## src/rtl/sound_pkg.sv

```systemverilog
// Shared sound-path definitions: PWM resolution, unity gain and
// the mute/unmute ramp states used by the audio DAC.
package sound_pkg;

    localparam int PWM_BITS = 8;
    localparam int GAIN_MAX = 16;

    typedef enum logic [1:0] {
        MUTED,
        RAMP_UP,
        ACTIVE,
        RAMP_DOWN
    } ramp_state_t;

endpackage

```

## src/rtl/audio_ramp_fsm.sv

```systemverilog
// Pop-suppression gain ramp: steps gain by one per PWM period
// towards silence or unity depending on the mute request.
module audio_ramp_fsm
    import sound_pkg::*;
#(
    parameter int GAIN_BITS  = 5,
    parameter int GAIN_LIMIT = 16
) (
    input  logic                 clk,
    input  logic                 nRst_i,
    input  logic                 boundary,
    input  logic                 mute_i,
    output logic [GAIN_BITS-1:0] gain,
    output ramp_state_t          state
);

    localparam logic [GAIN_BITS-1:0] G_TOP = GAIN_BITS'(GAIN_LIMIT);
    localparam logic [GAIN_BITS-1:0] G_ONE = GAIN_BITS'(1);

    ramp_state_t          state_next;
    logic [GAIN_BITS-1:0] gain_next;
    logic [GAIN_BITS-1:0] gain_inc;
    logic [GAIN_BITS-1:0] gain_dec;

    assign gain_inc = gain + G_ONE;
    assign gain_dec = gain - G_ONE;

    always_ff @(posedge clk or negedge nRst_i) begin
        if (!nRst_i) begin
            state <= MUTED;
            gain  <= '0;
        end else if (boundary) begin
            state <= state_next;
            gain  <= gain_next;
        end
    end

    // Reversals continue from the current level so the output never jumps.
    always_comb begin
        state_next = state;
        gain_next  = gain;
        unique case (state)
            MUTED: begin
                if (!mute_i) begin
                    state_next = RAMP_UP;
                    gain_next  = G_ONE;
                end
            end
            RAMP_UP: begin
                if (mute_i) begin
                    gain_next  = gain_dec;
                    state_next = (gain_dec == '0) ? MUTED : RAMP_DOWN;
                end else begin
                    gain_next  = gain_inc;
                    if (gain_inc == G_TOP) state_next = ACTIVE;
                end
            end
            ACTIVE: begin
                if (mute_i) begin
                    state_next = RAMP_DOWN;
                    gain_next  = G_TOP - G_ONE;
                end
            end
            RAMP_DOWN: begin
                if (!mute_i) begin
                    gain_next  = gain_inc;
                    state_next = (gain_inc == G_TOP) ? ACTIVE : RAMP_UP;
                end else begin
                    gain_next  = gain_dec;
                    if (gain_dec == '0) state_next = MUTED;
                end
            end
            default: begin
                state_next = MUTED;
                gain_next  = '0;
            end
        endcase
    end

endmodule

```

## src/rtl/audio_pwm_dac.sv

```systemverilog
// Single-bit PWM audio output with period-aligned sample latch,
// volume attenuation and a mute/unmute gain ramp.
module audio_pwm_dac #(
    parameter int PWM_BITS  = sound_pkg::PWM_BITS,
    parameter int GAIN_BITS = 5,
    parameter int GAIN_MAX  = sound_pkg::GAIN_MAX
) (
    input  logic                clk,
    input  logic                nRst_i,
    input  logic [PWM_BITS-1:0] dacCount_i,
    input  logic [1:0]          volume_i,
    input  logic                mute_i,
    output logic                pwm_o,
    output logic                period_strobe_o,
    output logic                muted_o
);

    import sound_pkg::*;

    localparam int PROD_BITS  = PWM_BITS + GAIN_BITS;
    localparam int GAIN_SHIFT = $clog2(GAIN_MAX);

    localparam logic [PWM_BITS-1:0] CNT_ONE = PWM_BITS'(1);
    localparam logic [PWM_BITS-1:0] CNT_TOP = {PWM_BITS{1'b1}};

    logic [PWM_BITS-1:0]  cnt;
    logic [PWM_BITS-1:0]  duty;
    logic [PWM_BITS-1:0]  duty_next;
    logic [GAIN_BITS-1:0] gain;
    logic [PROD_BITS-1:0] product;
    logic [PROD_BITS-1:0] scaled;
    logic                 boundary;
    ramp_state_t          state;

    assign boundary = (cnt == CNT_TOP);

    // Gain is at most unity, so the scaled result always fits the counter.
    assign product   = PROD_BITS'(dacCount_i) * PROD_BITS'(gain);
    assign scaled    = (product >> GAIN_SHIFT) >> (2'd3 - volume_i);
    assign duty_next = PWM_BITS'(scaled);

    always_ff @(posedge clk or negedge nRst_i) begin
        if (!nRst_i) begin
            cnt             <= '0;
            duty            <= '0;
            pwm_o           <= 1'b0;
            period_strobe_o <= 1'b0;
        end else begin
            cnt             <= cnt + CNT_ONE;
            pwm_o           <= (cnt < duty);
            period_strobe_o <= boundary;
            if (boundary) duty <= duty_next;
        end
    end

    audio_ramp_fsm #(
        .GAIN_BITS (GAIN_BITS),
        .GAIN_LIMIT(GAIN_MAX)
    ) u_fsm (
        .clk     (clk),
        .nRst_i  (nRst_i),
        .boundary(boundary),
        .mute_i  (mute_i),
        .gain    (gain),
        .state   (state)
    );

    assign muted_o = (state == MUTED);

endmodule

```

## config.mk

```make
export PLATFORM = sky130hd
export DESIGN_NAME = audio_pwm_dac
export DESIGN_NICKNAME = d
export VERILOG_FILES = /design/src/rtl/sound_pkg.sv /design/src/rtl/audio_ramp_fsm.sv /design/src/rtl/audio_pwm_dac.sv
export SDC_FILE = /design/constraint.sdc
export NUM_CORES = 1
export LEC_CHECK = 0
export ABC_CLOCK_PERIOD_IN_PS = 9700
export CAP_MARGIN = 20
export CORE_MARGIN = 3
export CORE_UTILIZATION = 25
export DETAILED_ROUTE_END_ITERATION = 10
export PLACE_DENSITY_LB_ADDON = 0.15
export SYNTH_ARGS = -nofsm -noshare
export SYNTH_HDL_FRONTEND = slang
export SYNTH_SLANG_ARGS = --single-unit
```

## constraint.sdc

```tcl
create_clock -name clk -period 9.7 [get_ports clk]
set_input_delay 0.97 -clock clk [delete_from_list [all_inputs] [get_ports clk]]
set_output_delay 0.97 -clock clk [all_outputs]
set_load 0.01 [all_outputs]
```

==> results_dict.tcl, run 1 <==
set metrics [dict create \
    start_util_pct 25.90 \
    die_h_um 112.4 \
    cts-htree-levels 1 \
    clk_pin_slew_ps 60 \
    syn_to_final_growth_pct 12.72 \
    max_stage_delay_ps 550 \
    ys_ff_latch 25 \
    syn_avg_cell_area_um2 8.456 \
    finalSetupViolations 0 \
    finalSetupTns_ps 0 \
    cp.arrival_ps 5200 \
    numClockSinks 25 \
    ant_nets 0 \
    synth_edf_count 0 \
    cts.path.max_buffers 2 \
    post_cts_buffers 0 \
    drc_errors 0 \
    drtIter0Drc 58 \
    pwr-share-seq_pct 42.0 \
    max_freq_mhz 199.8 \
    antenna_found_initial 0 \
    worst_pin_slew_ps 700.1 \
    antennaDiodeCount 0 \
    cp_max_fo 6 \
    place_congestion 0.7431 \
    synth_area_leaders "dfrtp_1 22%, ha_1 14%, fa_1 12%, nand2_1 5.2%, inv_1 5.0%" \
    finalNetCount 406 \
    ir_worst_vdd_uv 50.83 \
    slew_violations 0 \
    netSwitchingPower_mw 0.06495 \
    cts_resized 0 \
    holdWs_ps 480.7 \
    powerDensity_nw_per_um2 77.81 \
    ys_types 58 \
    cts_tree "built" \
    vias 2279 \
    path_buf_inv 3 \
    critPathLaunchType "input pin" \
    grt_pass1_wl_mm 10.65 \
    min_period_ps 5006 \
    crit_top_cell "fa_1" \
    period_share_pct 51.60 \
    yosys_warnings 0 \
    postCtsHoldBufs 0 \
    ctsRootBufferMaster "clkbuf_16" \
    utilization_pct 29.20 \
    clock_latency_ps 250 \
    ys_seq_area_share_pct 22.08 \
    hold_viol 0 \
    synth-main-ff-cell "dfrtp_1" \
    overflow 0 \
    crit_type "in2reg" \
    critPathSlowestCell "fa_1" \
    path_cells "clkdlybuf4s50_1 > and2_2 > fa_1 > fa_1 > inv_1 > fa_1 > inv_1 > ha_1 > nand2_1 > nor3_2 > o31a_1 > or2_1 > a221oi_1 > and2_1 > o22a_1" \
    die_x_um 112.4 \
    synthCells 335 \
    cap_violations 0 \
    syn_nets 396 \
    totalWireLength_mm 5.942 \
    final_area_um2 3193 \
    final_cell_mix "39 x nand2_1, 38 x inv_1, 31 x ha_1" \
    status "finished clean" \
    power.total_mw 0.2485 \
    port_buffers 15 \
    required_ps 9900 \
    track_usage_pct 9.805 \
    synth_top_area_share_pct 22.08 \
    cpLargestDelayFamily "adder cells" \
    place_ws_ps 4447 \
    first_pass_iters 4 \
    grt_pass1_vias 2251 \
    ys_async_sr_fraction_pct 100.0 \
    stdcell_count 484 \
    dpl_cell_area_um2 3113 \
    die_area_um2 12640 \
    power_frac_comb_pct 21.6 \
    core_area_um2 10940 \
    rows 38 \
    rsz0062_at_grt "false" \
    syn_area_um2 2833 \
    p_clk_share_pct 36.5 \
    power_leakage_nw 1.568 \
    cp-end-kind "flop" \
    dp_hpwl_mm 4.797 \
    io_pins 16 \
    yosys.area.top_type "dfrtp_1" \
    slew-limit-headroom_pct 53.18 \
    hp-class "reg2reg" \
    swShare_pct 26.14 \
    final_layout_size_suffix_gt1_share_pct 6.105 \
    final_common_cell "nand2_1" \
    skew_ps 1.833 \
    wl_per_cell_um 12.28 \
    dp.cells 480 \
    viasPerCell 4.709 \
    grt_start_max_net_pins 26 \
    cts_buffers 3 \
    p_int_mw 0.1835 \
    layout_setup_ws_ps 4694 \
]
worst register-to-register path: cells and delay by family, from the launching register on:
kind | cells | cell delay (ps)
buffers and inverters | 2 | 90
and+or+nand+nor | 3 | 930
AOI/OAI and AO/OA | 4 | 720
adders and majority gates | 4 | 1850
DFF | 1 | 760
power groups by stage:
stage          Clock, mW  Sequential [mW]  Combinational, mW
6_report          0.0906            0.104             0.0536
5_1_grt           0.0971            0.104             0.0622
4_1_cts           0.0931            0.104             0.0545
3_5_place_dp           0            0.106             0.0542
3_3_place_gp           0            0.106             0.0541
2_1_floorplan          0            0.106             0.0373
area by class of cell:
class | instances | area (um^2)
repair buffers | 16 | 157.7
well taps | 140 | 175.2
inverters | 39 | 146.4
clock buffers | 3 | 75.07
flip-flops and latches | 25 | 625.6
multi-input cells | 260 | 2008
fillers | 1189 | 7742
clock inverters | 1 | 5.005
registers in the layout (all words and copies together), names as in the netlist:
signal	count
cnt	8
duty	8
period_strobe_o	1
pwm_o	1
u_fsm.gain	5
u_fsm.state	2
path summary, 6_finish.rpt:
kind | start | end | slack [ps] | cells after the start
worst min-delay path | duty[5] | duty[5] | 480 | 2
worst max register to register | u_fsm.gain[2] | duty[5] | 5220 | 13
min in group asynchronous | nRst_i | pwm_o | 1090 | 2
worst max-delay path | dacCount_i[1] | duty[0] | 4690 | 15
max in group asynchronous | nRst_i | duty[3] | 8360 | 2
worst min register to register | duty[5] | duty[5] | 480 | 2
layer usage:
metal	GRT usage [%]	part of all wire [%]	up-vias
met1	13.94	49	1088
met2	16.41	48	17
met4	2.244	1.0	0
li1	-	-	1170
met5	0	0	-
met3	0.5930	1.3	4
kinds of logic (layout without fill, tap and decap cells):
| family | after synthesis | in the layout | share of synthesized area (%) |
|---|---|---|---|
| multiplexers | 3 | 3 | 1.590 |
| XOR/XNOR | 11 | 11 | 3.401 |
| AND/OR/NAND/NOR | 130 | 130 | 24.82 |
| adder cells (fa/ha/maj) | 48 | 48 | 25.71 |
| AO/OA/AOI/OAI | 68 | 68 | 15.37 |
| flip-flops | 25 | 25 | 22.08 |
| buffers and inverters | 50 | 59 | 7.023 |
cell usage after synthesis (all sizes together), types with 3 or more instances:
master   n
nand4b   3
ha      31
o21ai   21
xnor2    7
and4     3
a21o     6
xor2     4
inv     38
dfrtp   25
nor2b    6
nand2   40
a21oi   14
nand4    4
a31oi    8
fa      17
nor2    16
clkbuf  10
and2    25
o21a     4
nand3   11
nor3     9
Power figures use the tool's default switching activity.
==> inputs of run 2 (changes only) <==
ABC_CLOCK_PERIOD_IN_PS = 4100   (was 9700)
clock period = 4.1 ns   (was 9.7 ns; I/O delays follow)
==> run 2 against run 1 <==
Against the previous run: utilization rose by 4.8 points; combinational power increased to 3.4 times the previous value; critical endpoint is now duty[5]; via count grew 5.6%; wire length up 8.8%; global-route usage is 0.55 points higher; die area did not move; critical path depth unchanged; total power increased to 2.6 times the previous value.
==> results_dict.tcl, run 2 (synthesis gave the netlist of run 1 again) <==
set metrics [dict create \
    timing.rr.start "u_fsm.gain[2]" \
    r2r_slack_ps 110 \
    final_common_cell "buf_4" \
    die_x_um 112.4 \
    port_buffers 15 \
    hold_viol 0 \
    slew-limit-headroom_pct 50.51 \
    status "finished clean" \
    skew_ps 1.764 \
    max_freq_mhz 249.5 \
    clock_latency_ps 250 \
    holdWs_ps 501.4 \
    track_usage_pct 10.36 \
    crit_type "in2reg" \
    period_share_pct 97.77 \
    multi_input_area_um2 2210 \
    drtIter0Drc 72 \
    grt_start_max_net_pins 26 \
    numClockSinks 25 \
    cts-htree-levels 1 \
    critPathSlowestCell "fa_1" \
    finalSetupViolations 0 \
    whs_endpoint "duty[1]" \
    cts.path.max_buffers 2 \
    critPathLaunchType "input pin" \
    grt_pass1_vias 2361 \
    cts_buffers 3 \
    rows 38 \
    hold_depth 2 \
    core_area_um2 10940 \
    reg2regPathDepth 15 \
    cts_tree "built" \
    final_layout_size_suffix_gt1_share_pct 24.35 \
    vias 2407 \
    cp_max_fo 4 \
    slew_violations 0 \
    crit_top_cell "fa_1" \
    ant_nets 0 \
    powerDensity_nw_per_um2 172.4 \
    io_pins 16 \
    cp-end-kind "flop" \
    start_util_pct 25.90 \
    finalNetCount 448 \
    antennaDiodeCount 0 \
    path_depth 15 \
    die_area_um2 12640 \
    place_congestion 0.7877 \
    path_cells "clkdlybuf4s50_1 > and2_1 > fa_1 > fa_1 > inv_2 > fa_1 > inv_2 > ha_4 > a21o_1 > a21oi_2 > nor2b_4 > a311oi_2 > or4_1 > a31oi_1 > o31ai_1" \
    grt_pass1_wl_mm 11.08 \
    dp.cells 515 \
    syn_to_final_growth_pct 31.23 \
    drc_errors 0 \
    cpLargestDelayFamily "adder cells" \
    cap_violations 0 \
    dp_hpwl_mm 5.160 \
    hold_path_startpoint "duty[1]" \
    stdcell_count 526 \
    first_pass_iters 5 \
    required_ps 4220 \
    worstReg2RegEnd "duty[5]" \
    postCtsHoldBufs 0 \
    ir_worst_vdd_uv 127.6 \
    path_buf_inv 3 \
    ctsRootBufferMaster "clkbuf_16" \
    max_stage_delay_ps 510 \
    n_fill_cell 1159 \
    cp.arrival_ps 4130 \
    die_h_um 112.4 \
    reg_top3 "cnt: 8 flops, duty: 8 flops, u_fsm.gain: 5 flops" \
    hp-class "reg2reg" \
    antenna_found_initial 0 \
    clk_pin_slew_ps 60 \
    min_period_ps 4009 \
    overflow 0 \
    power_leakage_nw 1.825 \
    rsz0062_at_grt "true" \
    totalWireLength_mm 6.467 \
    seq_area_um2 629.4 \
    final_cell_mix "41 x buf_4, 37 x nand2_1, 35 x inv_1" \
    viasPerCell 4.576 \
    utilization_pct 33.99 \
    wl_per_cell_um 12.29 \
    worst_pin_slew_ps 740.0 \
]
==> run 2: cell count changes in the layout (fill, tap and decap cells not counted), sizes merged <==
cell | previous run | this run
clkinv | 2 | 1
clkbuf | 3 | 4
dlygate4sd2 | 0 | 4
clkdlybuf4s50 | 15 | 10
dlymetal6s2s | 0 | 1
buf | 1 | 43
==> run 2: worst max-delay path by stage <==
stage / slack [ps] / start / end
floorplan: 0.2 / u_fsm.gain[2] / duty[1]
global placement: -430 / dacCount_i[0] / duty[5]
detailed placement: -470 / dacCount_i[2] / duty[5]
CTS: 6 / u_fsm.gain[2] / duty[1]
global route: -40 / u_fsm.gain[4] / duty[0]
finish: 90 / dacCount_i[5] / duty[5]
==> run 2: what timing repair did <==
action,4_1_cts,5_1_grt
setup buffers,1,6
gates resized for setup,17,30
endpoints found under the setup margin,8,8
endpoints found under the hold margin,0,0
pin swaps,6,33
==> run 2: layout make-up <==
| type | instances | share of cell area, % |
|---|---|---|
| sequential | 25 | 16.93 |
| multi-input combinational | 260 | 59.44 |
| tap | 140 | 4.712 |
| inverter | 39 | 3.938 |
| timing repair buffer | 58 | 12.86 |
| clock buffer | 4 | 2.120 |
==> run 2: per-layer routing <==
metal	wire length (um)	track usage (%)	up-vias
met5	0	0	-
met4	68	2.724	0
met3	87	1.024	4
met2	3201	17.64	25
met1	3110	14.06	1125
li1	-	-	1253
==> run 2: tightest hold or removal path, delay by kind of cell, from the launching register on <==
kind / cells / cell delay (ps)
simple gates: 1 / 70
flops: 1 / 350
compound gates: 1 / 50
==> run 2: through the flow <==
| stage | setup TNS (ps) | setup WS [ps] | instance area (um^2) | total power [mW] |
|---|---|---|---|---|
| 2_1_floorplan | 0 | 0.2425 | 2851 | 0.3424 |
| 3_5_place_dp | -3296 | -467.4 | 3392 | 0.4110 |
| 3_3_place_gp | -3170 | -434.1 | 3392 | 0.4100 |
| 5_1_grt | -97.99 | -37.18 | 3717 | 0.6837 |
| 4_1_cts | 0 | 5.828 | 3530 | 0.6346 |
| 6_report | 0 | 91.32 | 3717 | 0.6408 |
==> run 2: power breakdown <==
group / internal [mW] / total [mW] / switching [mW]
clock network: 0.133 / 0.213 / 0.0805
logic: 0.0930 / 0.181 / 0.0881
registers: 0.247 / 0.247 / 0
total: 0.472 / 0.641 / 0.169
